<file path="src/rtl/multi_freq_serial_tx.sv">
// Serial frame transmitter with per-bit choice between two internally timed bit periods,
// selectable bit order, latched per-frame configuration and counted/infinite repeat.
module multi_freq_serial_tx #(
   parameter int unsigned DATA_BIT = 32,
   parameter int unsigned CNT_W    = 16,
   parameter int unsigned REP_W    = 8
) (
   input  logic                clk,
   input  logic                rst,
   input  logic                i_start,
   input  logic                i_stop,
   input  logic [1:0]          i_idle_mode,
   input  logic                i_msb_first,
   input  logic [DATA_BIT-1:0] i_data,
   input  logic [DATA_BIT-1:0] i_freq_sel,
   input  logic [CNT_W-1:0]    i_div_high,
   input  logic [CNT_W-1:0]    i_div_low,
   input  logic [REP_W-1:0]    i_repeat_cnt,
   output logic                o_data,
   output logic                o_busy,
   output logic                o_frame_tick,
   output logic                o_done_tick
);

   localparam int unsigned IDX_W = (DATA_BIT > 1) ? $clog2(DATA_BIT) : 1;
   localparam logic [IDX_W-1:0] LAST_IDX = IDX_W'(DATA_BIT - 1);

   localparam logic [1:0] MODE_LOW    = 2'd0;
   localparam logic [1:0] MODE_HIGH   = 2'd1;
   localparam logic [1:0] MODE_KEEP   = 2'd2;
   localparam logic [1:0] MODE_REPEAT = 2'd3;

   typedef enum logic {StIdle, StShift} state_e;

   state_e              state_q, state_d;
   logic [IDX_W-1:0]    idx_q, idx_d;
   logic [CNT_W-1:0]    cnt_q, cnt_d;
   logic [REP_W-1:0]    frames_q, frames_d;
   logic [DATA_BIT-1:0] data_q, data_d;
   logic [DATA_BIT-1:0] sel_q, sel_d;
   logic [CNT_W-1:0]    div_hi_q, div_hi_d;
   logic [CNT_W-1:0]    div_lo_q, div_lo_d;
   logic                msb_q, msb_d;
   logic [1:0]          mode_q, mode_d;
   logic [REP_W-1:0]    rep_q, rep_d;
   logic                out_q, out_d;
   logic                busy_q, busy_d;
   logic                frame_tick_q, frame_tick_d;
   logic                done_tick_q, done_tick_d;

   logic [IDX_W-1:0] cur_j, nxt_idx, nxt_j;
   logic [CNT_W-1:0] cur_div;
   logic [REP_W-1:0] frames_inc;
   logic             accept, bit_end, last_bit, frame_end, more_frames;

   function automatic logic idle_level(input logic [1:0] mode, input logic cur);
      unique case (mode)
         MODE_HIGH: return 1'b1;
         MODE_KEEP: return cur;
         default:   return 1'b0;
      endcase
   endfunction

   // Bit position k maps to data index j according to the latched bit order.
   assign cur_j       = msb_q ? (LAST_IDX - idx_q) : idx_q;
   assign nxt_idx     = idx_q + 1'b1;
   assign nxt_j       = msb_q ? (LAST_IDX - nxt_idx) : nxt_idx;
   assign cur_div     = sel_q[cur_j] ? div_hi_q : div_lo_q;
   assign bit_end     = (cnt_q == cur_div);
   assign last_bit    = (idx_q == LAST_IDX);
   assign frame_end   = bit_end && last_bit;
   assign frames_inc  = (frames_q == '1) ? frames_q : frames_q + 1'b1;
   assign more_frames = (mode_q == MODE_REPEAT) && ((rep_q == '0) || (frames_inc < rep_q));
   assign accept      = i_start && !i_stop;

   always_ff @(posedge clk) begin
      if (rst) begin
         state_q      <= StIdle;
         idx_q        <= '0;
         cnt_q        <= '0;
         frames_q     <= '0;
         data_q       <= '0;
         sel_q        <= '0;
         div_hi_q     <= '0;
         div_lo_q     <= '0;
         msb_q        <= 1'b0;
         mode_q       <= '0;
         rep_q        <= '0;
         out_q        <= 1'b0;
         busy_q       <= 1'b0;
         frame_tick_q <= 1'b0;
         done_tick_q  <= 1'b0;
      end else begin
         state_q      <= state_d;
         idx_q        <= idx_d;
         cnt_q        <= cnt_d;
         frames_q     <= frames_d;
         data_q       <= data_d;
         sel_q        <= sel_d;
         div_hi_q     <= div_hi_d;
         div_lo_q     <= div_lo_d;
         msb_q        <= msb_d;
         mode_q       <= mode_d;
         rep_q        <= rep_d;
         out_q        <= out_d;
         busy_q       <= busy_d;
         frame_tick_q <= frame_tick_d;
         done_tick_q  <= done_tick_d;
      end
   end

   always_comb begin
      state_d = state_q;
      unique case (state_q)
         StIdle:  if (accept) state_d = StShift;
         StShift: if (i_stop || (frame_end && !more_frames)) state_d = StIdle;
         default: state_d = StIdle;
      endcase
   end

   // Datapath and registered-output next values; i_stop outranks frame end.
   always_comb begin
      idx_d        = idx_q;
      cnt_d        = cnt_q;
      frames_d     = frames_q;
      data_d       = data_q;
      sel_d        = sel_q;
      div_hi_d     = div_hi_q;
      div_lo_d     = div_lo_q;
      msb_d        = msb_q;
      mode_d       = mode_q;
      rep_d        = rep_q;
      out_d        = out_q;
      busy_d       = busy_q;
      frame_tick_d = 1'b0;
      done_tick_d  = 1'b0;
      unique case (state_q)
         StIdle: begin
            busy_d = 1'b0;
            out_d  = idle_level(i_idle_mode, out_q);
            if (accept) begin
               data_d   = i_data;
               sel_d    = i_freq_sel;
               div_hi_d = i_div_high;
               div_lo_d = i_div_low;
               msb_d    = i_msb_first;
               mode_d   = i_idle_mode;
               rep_d    = i_repeat_cnt;
               idx_d    = '0;
               cnt_d    = '0;
               frames_d = '0;
               busy_d   = 1'b1;
               out_d    = i_msb_first ? i_data[DATA_BIT-1] : i_data[0];
            end
         end
         StShift: begin
            if (i_stop) begin
               busy_d = 1'b0;
               out_d  = idle_level(i_idle_mode, out_q);
            end else if (bit_end) begin
               cnt_d = '0;
               if (last_bit) begin
                  frame_tick_d = 1'b1;
                  frames_d     = frames_inc;
                  idx_d        = '0;
                  if (more_frames) begin
                     out_d = msb_q ? data_q[DATA_BIT-1] : data_q[0];
                  end else begin
                     busy_d      = 1'b0;
                     done_tick_d = 1'b1;
                     out_d       = idle_level(mode_q, out_q);
                  end
               end else begin
                  idx_d = nxt_idx;
                  out_d = data_q[nxt_j];
               end
            end else begin
               cnt_d = cnt_q + 1'b1;
            end
         end
         default: ;
      endcase
   end

   assign o_data       = out_q;
   assign o_busy       = busy_q;
   assign o_frame_tick = frame_tick_q;
   assign o_done_tick  = done_tick_q;

endmodule

</file>
<file path="config.mk">
export PLATFORM = sky130hd
export DESIGN_NAME = multi_freq_serial_tx
export DESIGN_NICKNAME = d
export VERILOG_FILES = /design/src/rtl/multi_freq_serial_tx.sv
export SDC_FILE = /design/constraint.sdc
export NUM_CORES = 1
export LEC_CHECK = 0
export CAP_MARGIN = 20
export CORE_MARGIN = 5
export CORE_UTILIZATION = 33
export DETAILED_ROUTE_END_ITERATION = 12
export HOLD_SLACK_MARGIN = 0.05
export MAX_ROUTING_LAYER = met4
export PLACE_DENSITY_LB_ADDON = 0.3
export SETUP_SLACK_MARGIN = 0.2
export SLEW_MARGIN = 15
export SYNTH_ARGS = -nofsm -noshare
export SYNTH_HDL_FRONTEND = slang
export SYNTH_SLANG_ARGS = --single-unit
export TNS_END_PERCENT = 10
</file>
<file path="constraint.sdc">
create_clock -name clk -period 2.8 [get_ports clk]
set_clock_uncertainty 0.1 [all_clocks]
set_input_delay 0.56 -clock clk [delete_from_list [all_inputs] [get_ports clk]]
set_output_delay 0.56 -clock clk [all_outputs]
set_load 0.02 [all_outputs]
</file>
* Yosys cells after proc, flatten, opt, wreduce, memory -nomap -nowiden
Cells that the tools add are included.
Storage, ports and cells: flip-flop bits (word level) 141, latch bits 0, memory bits (writable) 0, bits in read-only memories 0, input bits 111, output and inout bits 4, logic and storage cells 101, memories kept 0
Operators by class: add/subtract/negate cells 5, $mul 0, divide/modulo/power cells 0, magnitude comparators 3, eq/ne operators 16, shift operators 0, mux-type cells 42, bitwise logic cells 3, reductions and logical operators 17
Operators by type and width (number):
- 16-bit two-way mux | 4
- 8-bit two-way mux | 5
- 16-bit one-hot mux with 2 select lines | 1
- 5-bit two-way mux | 6
- 1-bit two-way mux | 17
- 16-bit by 1-bit adder with 16-bit output (second input constant) | 1
- 16-bit == test | 1
- 8-bit one-hot mux with 2 select lines | 1
- 5-bit by 6-bit < comparator with 1-bit output (second input constant) | 2
- 1-bit binary-select mux with 5-bit select | 2
- 1-bit one-hot mux with 2 select lines | 5
- 5-bit one-hot mux with 2 select lines | 1
- 5-bit subtractor (first input constant) | 2
- 8-bit by 1-bit adder with 8-bit output (second input constant) | 1
- 8-bit == test (second input constant) | 1
- 8-bit zero test | 1
- 8-bit < comparator | 1
- 2-bit == test (second input constant) | 3
- 3-bit by 2-bit inequality test with 1-bit output (second input constant) | 2
- 2-bit AND reduction | 3
- 3-bit AND reduction | 2
- 5-bit by 1-bit adder with 5-bit output (second input constant) | 1
- 5-bit == test (second input constant) | 1
- 5-bit inequality test (second input constant) | 1
- other kinds (11) | 21

* Longest topological paths before layout
depth after elaboration 11, depth in mapped cells 14, depth with buffers taken out 13

* Least setup slack after synthesis
Ideal clock, no wire load.
path kind register to register, start point reg frames_q[0], end point reg out_q, in the netlist o_data, library setup time 131 ps, arrival time 2827 ps, data required time 2569 ps, slack -258 ps, stages on the path, launching flop included 13, path buffers 0, clock period less this slack 3058 ps, path through dfxtp_1 ha_1 and4_1 nand4_1 mux2_2 ha_1 o21a_1 o21ai_0 a31o_2 a221oi_1 o31ai_1 a311oi_1 o41ai_2
On the way: word-level cells in the longest chain between the ends 10, elaborated cells on any way between the ends 13, classes of those cells 1 x add/sub; 1 x order compare; 2 x eq/ne; 6 x mux; 3 x reduce/logical
RTL lines:
- start: declaration | RTL line 38 | logic [REP_W-1:0] frames_q, frames_d;
- start signal: assignment | RTL line 97 | frames_q <= frames_d;
- 8-bit by 1-bit adder with 8-bit output / 8-bit == test (equally long branches) | RTL line 72 | assign frames_inc = (frames_q == '1) ? frames_q : frames_q + 1'b1;
- 8-bit two-way mux * | RTL line 72
- 8-bit < comparator * | RTL line 73 | assign more_frames = (mode_q == MODE_REPEAT) && ((rep_q == '0) || (frames_inc < rep_q));
- 1-bit logical OR * | RTL line 73
- 1-bit logical AND * | RTL line 73
- 1-bit two-way mux | RTL line 166 | if (more_frames) begin
- 1-bit two-way mux | RTL line 162 | if (last_bit) begin
- 1-bit two-way mux | RTL line 160 | end else if (bit_end) begin
- 1-bit two-way mux | RTL line 157 | if (i_stop) begin
- 1-bit one-hot mux with 2 select lines | RTL line 137 | unique case (state_q)
- end signal: assignment | RTL line 105 | out_q <= out_d;
- end: declaration | RTL line 46 | logic out_q, out_d;
Every way passes the cells marked *; elsewhere a longest branch is shown, timed or not. The select of a mux whose other input is x is not followed. A chain may end at the register's enable or synchronous reset.

* Worst setup path after layout
start point reg frames_q[1], end point reg out_q, in the netlist o_data
The elaborated chain is that of the path after synthesis.

==> metrics.yaml <==
drt:
  wl_met2_mm: 9.02
  drt_first_pass_iters: 6
  wl_per_cell_um: 14.6
  dr_wl_met3_mm: 1.00
  m1WireLength_mm: 8.49
  drtIter0Drc: 305
  ant_nets: 0
  wl_mm: 18.7
  drcViolationCount: 0
  top_layer_used: "met4"
  num_vias: 6293
  vias_per_cell: 4.90
critical_path:
  cp.required_ns: 3.00
  crit_path_start_kind: "register"
  cpMaxStageDelayCell: "mux2_4"
  path_class: "register to register"
  worst-r2r-cell-count: 12
  cp-endpoint: "o_data"
  critical-path-max-stage-delay_ns: 0.36
  r2r_setup_slack_ns: 0.0003
  critPathMaxFanout: 3
  cp-end-kind: "register"
  crit_chain: "ha_4 -> and4_4 -> nand4_1 -> mux2_4 -> ha_4 -> o21a_1 -> o21ai_1 -> a31o_2 -> a221oi_2 -> o31ai_1 -> a311oi_1 -> o41ai_2"
  timing.rr.end: "o_data"
  r2r_start: "frames_q[1]"
  crit_arrival_ns: 3.00
  cp-startpoint: "frames_q[1]"
  crit_path_frequent_cell: "ha_4"
global_route:
  grt_pass1_vias: 6139
  antenna_found_initial: 0
  grt_usage_pct: 15.7
  gr-total-overflow: 0
  grt_max_degree: 57
  grt_pass1_wl_mm: 30.0
pwr:
  finalPower_mw: 5.12
  seqPwrFrac_pct: 42.2
  swShare_pct: 27.2
  p_sw_mw: 1.39
  clkPwrFrac_pct: 44.1
  ir_worst_vdd_mv: 0.346
  p_leak_nw: 3.52
  pwr-share-comb_pct: 13.7
  p_int_mw: 3.73
  p_per_area_nw_per_um2: 534
layout:
  fill_cells: 2081
  antenna_cells: 0
  drive_above_1_share_pct: 16.0
  postLayoutCoreUtil_pct: 45.8
  area_delta_synth_final_pct: 37.4
  multi_input_area_um2: 4060
  regArea_um2: 2840
  nNetsFinal: 1119
synth:
  yosysTopAreaCellShare_pct: 40.4
  ys_warn_count: 0
  syn_avg_cell_area_um2: 8.13
  synthCells: 859
  synth_ff_type: "dfxtp_1"
  yosysMostFrequentCell: "nand2_1"
  netlist_area_um2: 6980
  async_flop_share_pct: 0
  yosysSeqAreaShare_pct: 40.4
  syn_nets: 983
  synthTopCellsByCount: "247 x nand2_1, 141 x dfxtp_1, 122 x a21oi_1"
  yosysTopAreaCell: "dfxtp_1"
  synth_area_leaders: "dfxtp_1 40%, nand2_1 13%, a21oi_1 8.7%"
  synth-seq-cells: 141
  synth_cell_types: 70
  synth_edf_count: 0
floorplan:
  start_util_pct: 33.3
  die_h_um: 155
  ios: 115
  die_w_um: 155
  rows: 53
  die_area_um2: 24200
  coreArea_um2: 21000
status:
  outcome: "finished, final reports clean"
placement:
  place_congestion: 0.821
  portBuffers: 114
  pre_cts_ws_ns: -0.122
  hpwl_mm: 13.4
clock_network:
  clkSinkCount: 141
  cts_tree: "built"
  cts_root_buf: "clkbuf_16"
  holdBufCountCts: 0
  clkSlewWorstSetupHoldPaths_ns: 0.07
  numCtsBuffers: 17
  insertion_delay_ns: 0.43
  htree_levels: 4
  ctsLongestPathBuffers: 2
min_path:
  hp-class: "register to register"
  holdPathStages: 2
sta:
  hold_viol: 0
  worst_pin_slew_ns: 0.594
  rsz0062_at_grt: "yes"
  worst_slack_ns: 0.000316
  max_freq_mhz: 357
  fin_crit_ns: 2.80
  slew_headroom_pct: 60.0
  fin_crit_sh_pct: 100
  finalSetupViolations: 0
  drv_slew: 0
  hold_ws_ns: 0.354
flow_run:
  cap_violations: 0
-- routing by layer --
metal	GRT usage (%)	up-vias
met1	19.7	2906
met5	-	-
met4	4.09	0
met2	25.5	142
met3	3.59	16
li1	-	3229
-- layout by cell type, fill, tap and decap left out, types with 9 or more instances in the layout --
cell type        Yosys  final
nor2_1              36     34
buf_4                2     49
a21oi_1            122    119
xnor2_1             27     27
nand4_1             12     12
clkbuf_16            0     17
nand2_1            247    245
nand3_1              9      9
clkdlybuf4s50_1      0    113
dfxtp_1            141    135
ha_1                13     11
mux2i_1             12     12
xor2_1              26     26
inv_1               23     23
mux4_2              13     13
-- what timing repair did --
item,CTS,global route
gates resized for setup,33,16
endpoints found under the hold margin,0,0
endpoints found under the setup margin,34,34
buffers inserted,8,0
gates cloned,1,0
pin swaps,29,14
-- worst max-delay path: cells and delay by family, from the launching register on --
| kind | cells | cell delay [ns] |
|---|---|---|
| AND/OR/NAND/NOR | 2 | 0.36 |
| flip-flops | 1 | 0.35 |
| adder cells (fa/ha/maj) | 2 | 0.39 |
| multiplexers | 1 | 0.36 |
| AO/OA/AOI/OAI | 7 | 1.12 |
-- sequential cells by signal, indices dropped and copies added (netlist names), 5 cells and up --
register / flops
cnt_q: 16
sel_q: 32
data_q: 32
idx_q: 5
div_lo_q: 16
div_hi_q: 16
rep_q: 8
frames_q: 8
-- cell type report --
| type | count | area share, % |
|---|---|---|
| clock buffer | 17 | 4.44 |
| clock inverter | 15 | 1.75 |
| inverter | 23 | 0.900 |
| multi-input combinational | 638 | 42.3 |
| sequential | 141 | 29.6 |
| tap | 275 | 3.59 |
| timing repair buffer | 174 | 17.4 |
-- how the worst min path moves through the flow --
stage,from,to,slack [ns]
final,data_q[25],data_q[25],0.35
after floorplan,sel_q[12],sel_q[12],0.33
after global routing,data_q[15],data_q[15],0.38
after global placement,data_q[8],data_q[8],0.34
after detailed placement,data_q[25],data_q[25],0.35
after CTS,data_q[25],data_q[25],0.36
-- stage by stage --
| step | TNS, ns | std cells | area (um^2) |
|---|---|---|---|
| 6_report | 0 | 1283 | 9590 |
| 5_1_grt | -1.81 | 1283 | 9590 |
| 4_1_cts | -0.0137 | 1283 | 9500 |
| 3_5_place_dp | -1.75 | 1242 | 8710 |
| 3_3_place_gp | -0.407 | 1242 | 8710 |
| 2_1_floorplan | -0.0302 | 859 | 7050 |
-- power groups by stage --
| stage | registers (mW) | logic, mW | clock network, mW |
|---|---|---|---|
| after floorplan | 2.19 | 0.388 | 0 |
| after global placement | 2.21 | 0.666 | 0 |
| after detailed placement | 2.21 | 0.671 | 0 |
| after CTS | 2.16 | 0.698 | 2.31 |
| after global routing | 2.17 | 0.776 | 2.40 |
| final | 2.16 | 0.701 | 2.26 |
-- cells by family after synthesis --
| logic type | Yosys count | share of synthesized area, % |
|---|---|---|
| simple gates | 351 | 21.8 |
| compound gates | 190 | 16.7 |
| flops | 141 | 40.4 |
| buf+inv | 80 | 5.11 |
| xor+xnor | 55 | 7.11 |
| mux | 29 | 6.56 |
| fa+ha+maj | 13 | 2.33 |
No activity file was read; power rests on OpenSTA's default activity.
